==> config.mk <==
export PLATFORM = sky130hd
export DESIGN_NAME = condicionador_botoes
export DESIGN_NICKNAME = d
export VERILOG_FILES = /design/src/rtl/jogo_pkg.sv /design/src/rtl/sincronizador_2ff.sv /design/src/rtl/condicionador_botoes.sv
export SDC_FILE = /design/constraint.sdc
export NUM_CORES = 1
export LEC_CHECK = 0
export ABC_AREA = 1
export CAP_MARGIN = 25
export CORE_UTILIZATION = 35
export CTS_CLUSTER_DIAMETER = 200
export DETAILED_ROUTE_END_ITERATION = 12
export SYNTH_ARGS = -nofsm -noshare
export SYNTH_HDL_FRONTEND = slang
export SYNTH_SLANG_ARGS = --single-unit
==> constraint.sdc <==
create_clock -name clock -period 3.25 [get_ports clock]
set_clock_uncertainty 0.2 [all_clocks]
set_input_delay 0.325 -clock clock [delete_from_list [all_inputs] [get_ports clock]]
set_output_delay 0.325 -clock clock [all_outputs]
set_load 0.005 [all_outputs]
==> src/rtl/jogo_pkg.sv <==
// Shared types and defaults for the memory-game blocks.
package jogo_pkg;

   localparam int unsigned DEBOUNCE_DEFAULT = 50000;
   localparam int unsigned N_BOTOES_DEFAULT = 4;
   localparam int unsigned NUM_JOGADAS_W    = 8;

   typedef enum logic [2:0] {
      OCIOSO       = 3'd0,
      FILTRA_PRESS = 3'd1,
      PRESSIONADO  = 3'd2,
      FILTRA_SOLTA = 3'd3,
      INVALIDA     = 3'd4
   } estado_cond_t;

endpackage : jogo_pkg

==> src/rtl/sincronizador_2ff.sv <==
// Two-flop synchroniser for asynchronous inputs, synchronous active-low reset.
module sincronizador_2ff #(
   parameter int unsigned LARGURA = 1
) (
   input  logic               clock_i,
   input  logic               reset_i,
   input  logic [LARGURA-1:0] dado_i,
   output logic [LARGURA-1:0] dado_o
);

   logic [LARGURA-1:0] meta_q;
   logic [LARGURA-1:0] sinc_q;

   always_ff @(posedge clock_i) begin
      if (!reset_i) begin
         meta_q <= '0;
         sinc_q <= '0;
      end else begin
         meta_q <= dado_i;
         sinc_q <= meta_q;
      end
   end

   assign dado_o = sinc_q;

endmodule : sincronizador_2ff

==> src/rtl/condicionador_botoes.sv <==
// Button conditioner: synchronise, debounce, reject multi-button presses, pulse per play.
// Define CONDICIONADOR_CONTA_JOGADAS_EN to enable the accepted-press counter on db_num_jogadas.
module condicionador_botoes
   import jogo_pkg::*;
#(
   parameter int unsigned DEBOUNCE_CYCLES = DEBOUNCE_DEFAULT,
   parameter int unsigned N_BOTOES        = N_BOTOES_DEFAULT
) (
   input  logic                     clock,
   input  logic                     reset,
   input  logic [N_BOTOES-1:0]      botoes,
   input  logic                     habilita,
   output logic                     jogada_feita,
   output logic [N_BOTOES-1:0]      jogada,
   output logic                     erro_multiplo,
   output logic                     db_tem_jogada,
   output logic [2:0]               db_estado,
   output logic [NUM_JOGADAS_W-1:0] db_num_jogadas
);

   localparam int unsigned      CNT_W   = $clog2(DEBOUNCE_CYCLES);
   localparam logic [CNT_W-1:0] CNT_MAX = CNT_W'(DEBOUNCE_CYCLES - 1);

   estado_cond_t        estado_q, estado_d;
   logic [CNT_W-1:0]    cnt_q, cnt_d;
   logic [N_BOTOES-1:0] amostra_q, amostra_d;
   logic [N_BOTOES-1:0] jogada_q, jogada_d;
   logic                jogada_feita_q, jogada_feita_d;
   logic                erro_multiplo_q, erro_multiplo_d;
   logic                tem_jogada_q;
   logic [N_BOTOES-1:0] s_botoes;
   logic                um_botao_c;

   sincronizador_2ff #(
      .LARGURA (N_BOTOES)
   ) u_sinc (
      .clock_i (clock),
      .reset_i (reset),
      .dado_i  (botoes),
      .dado_o  (s_botoes)
   );

   // Exactly one bit set: clearing the lowest set bit leaves nothing (amostra is never 0 here).
   assign um_botao_c = ((amostra_q & (amostra_q - N_BOTOES'(1))) == '0);

   always_ff @(posedge clock) begin
      if (!reset) begin
         estado_q        <= OCIOSO;
         cnt_q           <= '0;
         amostra_q       <= '0;
         jogada_q        <= '0;
         jogada_feita_q  <= 1'b0;
         erro_multiplo_q <= 1'b0;
         tem_jogada_q    <= 1'b0;
      end else begin
         estado_q        <= estado_d;
         cnt_q           <= cnt_d;
         amostra_q       <= amostra_d;
         jogada_q        <= jogada_d;
         jogada_feita_q  <= jogada_feita_d;
         erro_multiplo_q <= erro_multiplo_d;
         tem_jogada_q    <= (estado_d == PRESSIONADO);
      end
   end

   always_comb begin
      estado_d        = estado_q;
      cnt_d           = cnt_q;
      amostra_d       = amostra_q;
      jogada_d        = jogada_q;
      jogada_feita_d  = 1'b0;
      erro_multiplo_d = 1'b0;

      case (estado_q)
         OCIOSO: begin
            if (s_botoes != '0) begin
               amostra_d = s_botoes;
               cnt_d     = '0;
               estado_d  = FILTRA_PRESS;
            end
         end
         FILTRA_PRESS: begin
            if (s_botoes != amostra_q) begin
               cnt_d    = '0;
               estado_d = OCIOSO;
            end else if (cnt_q == CNT_MAX) begin
               cnt_d = '0;
               if (um_botao_c) begin
                  estado_d = PRESSIONADO;
                  if (habilita) begin
                     jogada_d       = amostra_q;
                     jogada_feita_d = 1'b1;
                  end
               end else begin
                  estado_d        = INVALIDA;
                  erro_multiplo_d = 1'b1;
               end
            end else begin
               cnt_d = cnt_q + CNT_W'(1);
            end
         end
         PRESSIONADO: begin
            if (s_botoes == '0) begin
               cnt_d    = '0;
               estado_d = FILTRA_SOLTA;
            end
         end
         FILTRA_SOLTA: begin
            if (s_botoes != '0) begin
               cnt_d    = '0;
               estado_d = PRESSIONADO;
            end else if (cnt_q == CNT_MAX) begin
               cnt_d    = '0;
               estado_d = OCIOSO;
            end else begin
               cnt_d = cnt_q + CNT_W'(1);
            end
         end
         INVALIDA: begin
            if (s_botoes == '0) begin
               cnt_d    = '0;
               estado_d = FILTRA_SOLTA;
            end
         end
         default: begin
            cnt_d    = '0;
            estado_d = OCIOSO;
         end
      endcase
   end

   assign jogada_feita  = jogada_feita_q;
   assign jogada        = jogada_q;
   assign erro_multiplo = erro_multiplo_q;
   assign db_tem_jogada = tem_jogada_q;
   assign db_estado     = 3'(estado_q);

`ifdef CONDICIONADOR_CONTA_JOGADAS_EN
   logic [NUM_JOGADAS_W-1:0] num_jogadas_q;

   // Advances on the same edge that raises jogada_feita; wraps naturally.
   always_ff @(posedge clock) begin
      if (!reset) begin
         num_jogadas_q <= '0;
      end else if (jogada_feita_d) begin
         num_jogadas_q <= num_jogadas_q + NUM_JOGADAS_W'(1);
      end
   end

   assign db_num_jogadas = num_jogadas_q;
`else
   assign db_num_jogadas = 8'h00;
`endif

endmodule : condicionador_botoes

==> run summary <==
status: finished clean
slowest cell delay on critical path: 0.54 ns
largest fanout on the critical path: 5
largest net degree at the start of global routing: 22
net count reported at finish: 351
source-to-sink clock delay at the later pin of the worst-skew pair: 0.29 ns
TritonCTS clock tree: yes
fraction of final layout cells sized beyond drive strength 1: 11.63%
Avg Synthesized Cell Area: 6.600 µm²
maximum buffer depth of the clock tree: 2
area share of the largest cell type after synthesis: 35.58%
post-CTS clock slew at the launch and capture registers of the worst setup and hold paths: 0.08 ns
Final Hold Viols: 0
portion of the clock cycle consumed by the worst path in the final layout: 55.17%
cell type contributing the most total cell area after synthesis: dfxtp_1
buffer and inverter count on the worst path: 1
most area-consuming cells after synthesis: dfxtp_1 (36%), nand2_1 (15%), nor2_1 (8.6%), inv_1 (7.9%), nand3_1 (4.9%)
TritonCTS buffer count: 5
final HPWL from detailed placement: 3298 µm
number of violations reported at the end of detailed-routing iteration 0: 84
Initial Utilization: 36.12%
Lkg Pwr: 1.081 nW
area taken by flip-flops and latches: 760.7 µm²
hold crit path type: flop to flop
master of the slowest instance on the critical path: clkdlybuf4s50_1
DIE AREA: 6426 µm²
Post-synth top flop: dfxtp_1
DRC: 0
Worst Setup End Kind: primary output
Startpoint Class: flop
signed area change from the synthesized netlist to the final layout: 13.58%
number of warnings printed during yosys synthesis: 0
via count of the routed design: 1891
number of instances in the synthesized netlist: 324
H-tree lvl count: 2
root buffer cell: clkbuf_8
core box area: 5921 µm²
initial antenna violation count: 0
wire length on met2: 1911 µm
1st-pass router iterations: 4
async set or reset register ratio after synthesis: 0%
type of the worst setup path: flop to primary output
number of global-route vias before repair: 1746
global placement routability congestion: 0.8630
# placed instances: 411
multi-input logic area: 1106 µm²
top layer reached by signal wires: met4
IO Count: 25
flip-flop and latch count after synthesis: 38
filler cell count in the final layout: 641
met3 wire length: 166 µm
wire length of the first global-routing pass: 7831 µm
worst voltage drop across the vdd grid: 0.2375 mV
row count: 28
Post-Place Setup Slack: 1.298 ns
Pwr per Cell Area: 390.9 nW/µm²
min setup slack post-route: 1.457 ns
final-layout setup total negative slack: 0 ns
Routed Antenna Nets: 0
n_diodes: 0
total congestion overflow after global routing: 0
Post-CTS Hold Fix Bufs: 0
arrival time at the worst endpoint: 1.27 ns
area of the mapped netlist: 2138 µm²
Met1 Wirelength: 2308 µm
Final Total Pwr: 949.4 µW
number of input and output port buffers inserted: 16
number of enable flip-flop cells after synthesis: 0
peak clock frequency supported by timing: 0.5577 GHz
total of max-cap violations: 0
clock tree sinks: 38
critical path, cell by cell: clkdlybuf4s50_1
setup-violating endpoint count in the final report: 0
total routing usage reported by global routing: 15.62%
total wirelength of the detailed-routed design: 4428 µm
unrepaired setup endpoints after global routing: false
Vias per Instance: 4.513
required time worst endpoint: 2.72 ns
final worst path period need: 1.793 ns
Cell variety after synth: 32
die height: 80.16 µm
Die X-Extent: 80.16 µm
Final Max Slew Viols: 0
family of cells with the greatest summed delay on the critical path: buffers and inverters
Avg WL per Cell: 10.57 µm
sequential share of the synthesized area: 35.58%
cts repair resizes: 0
Finished Layout Cells: 419
number of buffers added for setup after CTS: 0
placed cells by master, fill, tap and decap left out:
cell type	instances
dfxtp_1	38
inv_4	1
nand4_1	8
inv_1	45
nor2_1	49
xor2_1	3
nand2_4	5
nand3_2	3
nor2_4	1
buf_4	1
a21oi_1	11
nand2_8	1
nor2_8	1
conb_1	8
xnor2_1	1
clkinvlp_4	1
nand2_1	86
ha_1	1
nor3_1	5
nand3_4	1
o21ai_0	7
nor2_2	5
and2_1	1
a21oi_2	1
nor2b_1	1
nand3b_1	1
nand3_1	21
clkinv_2	1
clkinv_1	1
nand2_2	5
clkbuf_8	6
o21ai_1	1
inv_2	7
clkdlybuf4s50_1	16
report_power, final:
group / switching (mW) / internal [mW] / leakage, nW
clock network: 0.176 / 0.171 / 0.0472
registers: 0.00781 / 0.476 / 0.308
logic: 0.0808 / 0.0388 / 0.725
through the flow:
step	hold WS (ns)	instance area, µm²	utilization [%]
2_1_floorplan	0.1905	2165	-
3_3_place_gp	0.1942	2333	39.41
3_5_place_dp	0.1991	2333	39.41
4_1_cts	0.2155	2429	41.02
5_1_grt	0.2419	2429	41.02
6_report	0.2145	2429	41.02
layer usage:
metal | GRT usage (%) | vias to the layer above
met1 | 21.54 | 839
met3 | 3.636 | 5
met5 | 0 | -
li1 | - | 1006
met2 | 24.10 | 41
met4 | 4.464 | 0
flip-flops by register name, indices dropped and copies added (netlist names):
register and cells:
cnt_q 16, db_tem_jogada 1, db_estado 3, u_sinc.dado_o 4, u_sinc.meta_q 4, jogada 4, jogada_feita 1, erro_multiplo 1
amostra_q 4
path summary, 6_finish.rpt:
check                   start                to  slack (ns)  cells past startpoint
max              db_estado[2]      db_estado[2]        1.46                      1
min reg2reg  u_sinc.meta_q[1]  u_sinc.dado_o[1]        0.21                      2
max reg2reg          cnt_q[0]         cnt_q[13]        1.48                      8
min          u_sinc.meta_q[1]  u_sinc.dado_o[1]        0.21                      2
cell type report:
cell class | instances | share of cell area, %
multi-input cells | 227 | 45.54
flip-flops and latches | 38 | 31.32
inverters | 54 | 8.449
repair buffers | 17 | 6.904
well taps | 75 | 3.864
clock buffers | 6 | 3.400
clock inverters | 2 | 0.5152
cells by family (layout without fill, tap and decap cells):
logic type / after synthesis / after routing / share of synthesized area (%)
and+or+nand+nor: 194 / 194 / 43.24
buffers and inverters: 66 / 79 / 13.93
DFF: 38 / 38 / 35.58
AOI/OAI and AO/OA: 20 / 20 / 4.856
xor gates and xnor gates: 4 / 4 / 1.639
adders and majority gates: 1 / 1 / 0.5850
other: 1 / 8 / 0.1754
cells in the mapped netlist (2+ instances only):
| cell | n |
|---|---|
| a21oi_1 | 11 |
| buf_2 | 2 |
| buf_4 | 9 |
| dfxtp_1 | 38 |
| inv_1 | 45 |
| inv_2 | 7 |
| nand2_1 | 86 |
| nand2_2 | 5 |
| nand2_4 | 5 |
| nand3_1 | 21 |
| nand3_2 | 3 |
| nand4_1 | 8 |
| nor2_1 | 49 |
| nor2_2 | 5 |
| nor3_1 | 5 |
| o21ai_0 | 7 |
| xor2_1 | 3 |
(Power assumes the default switching activity.)
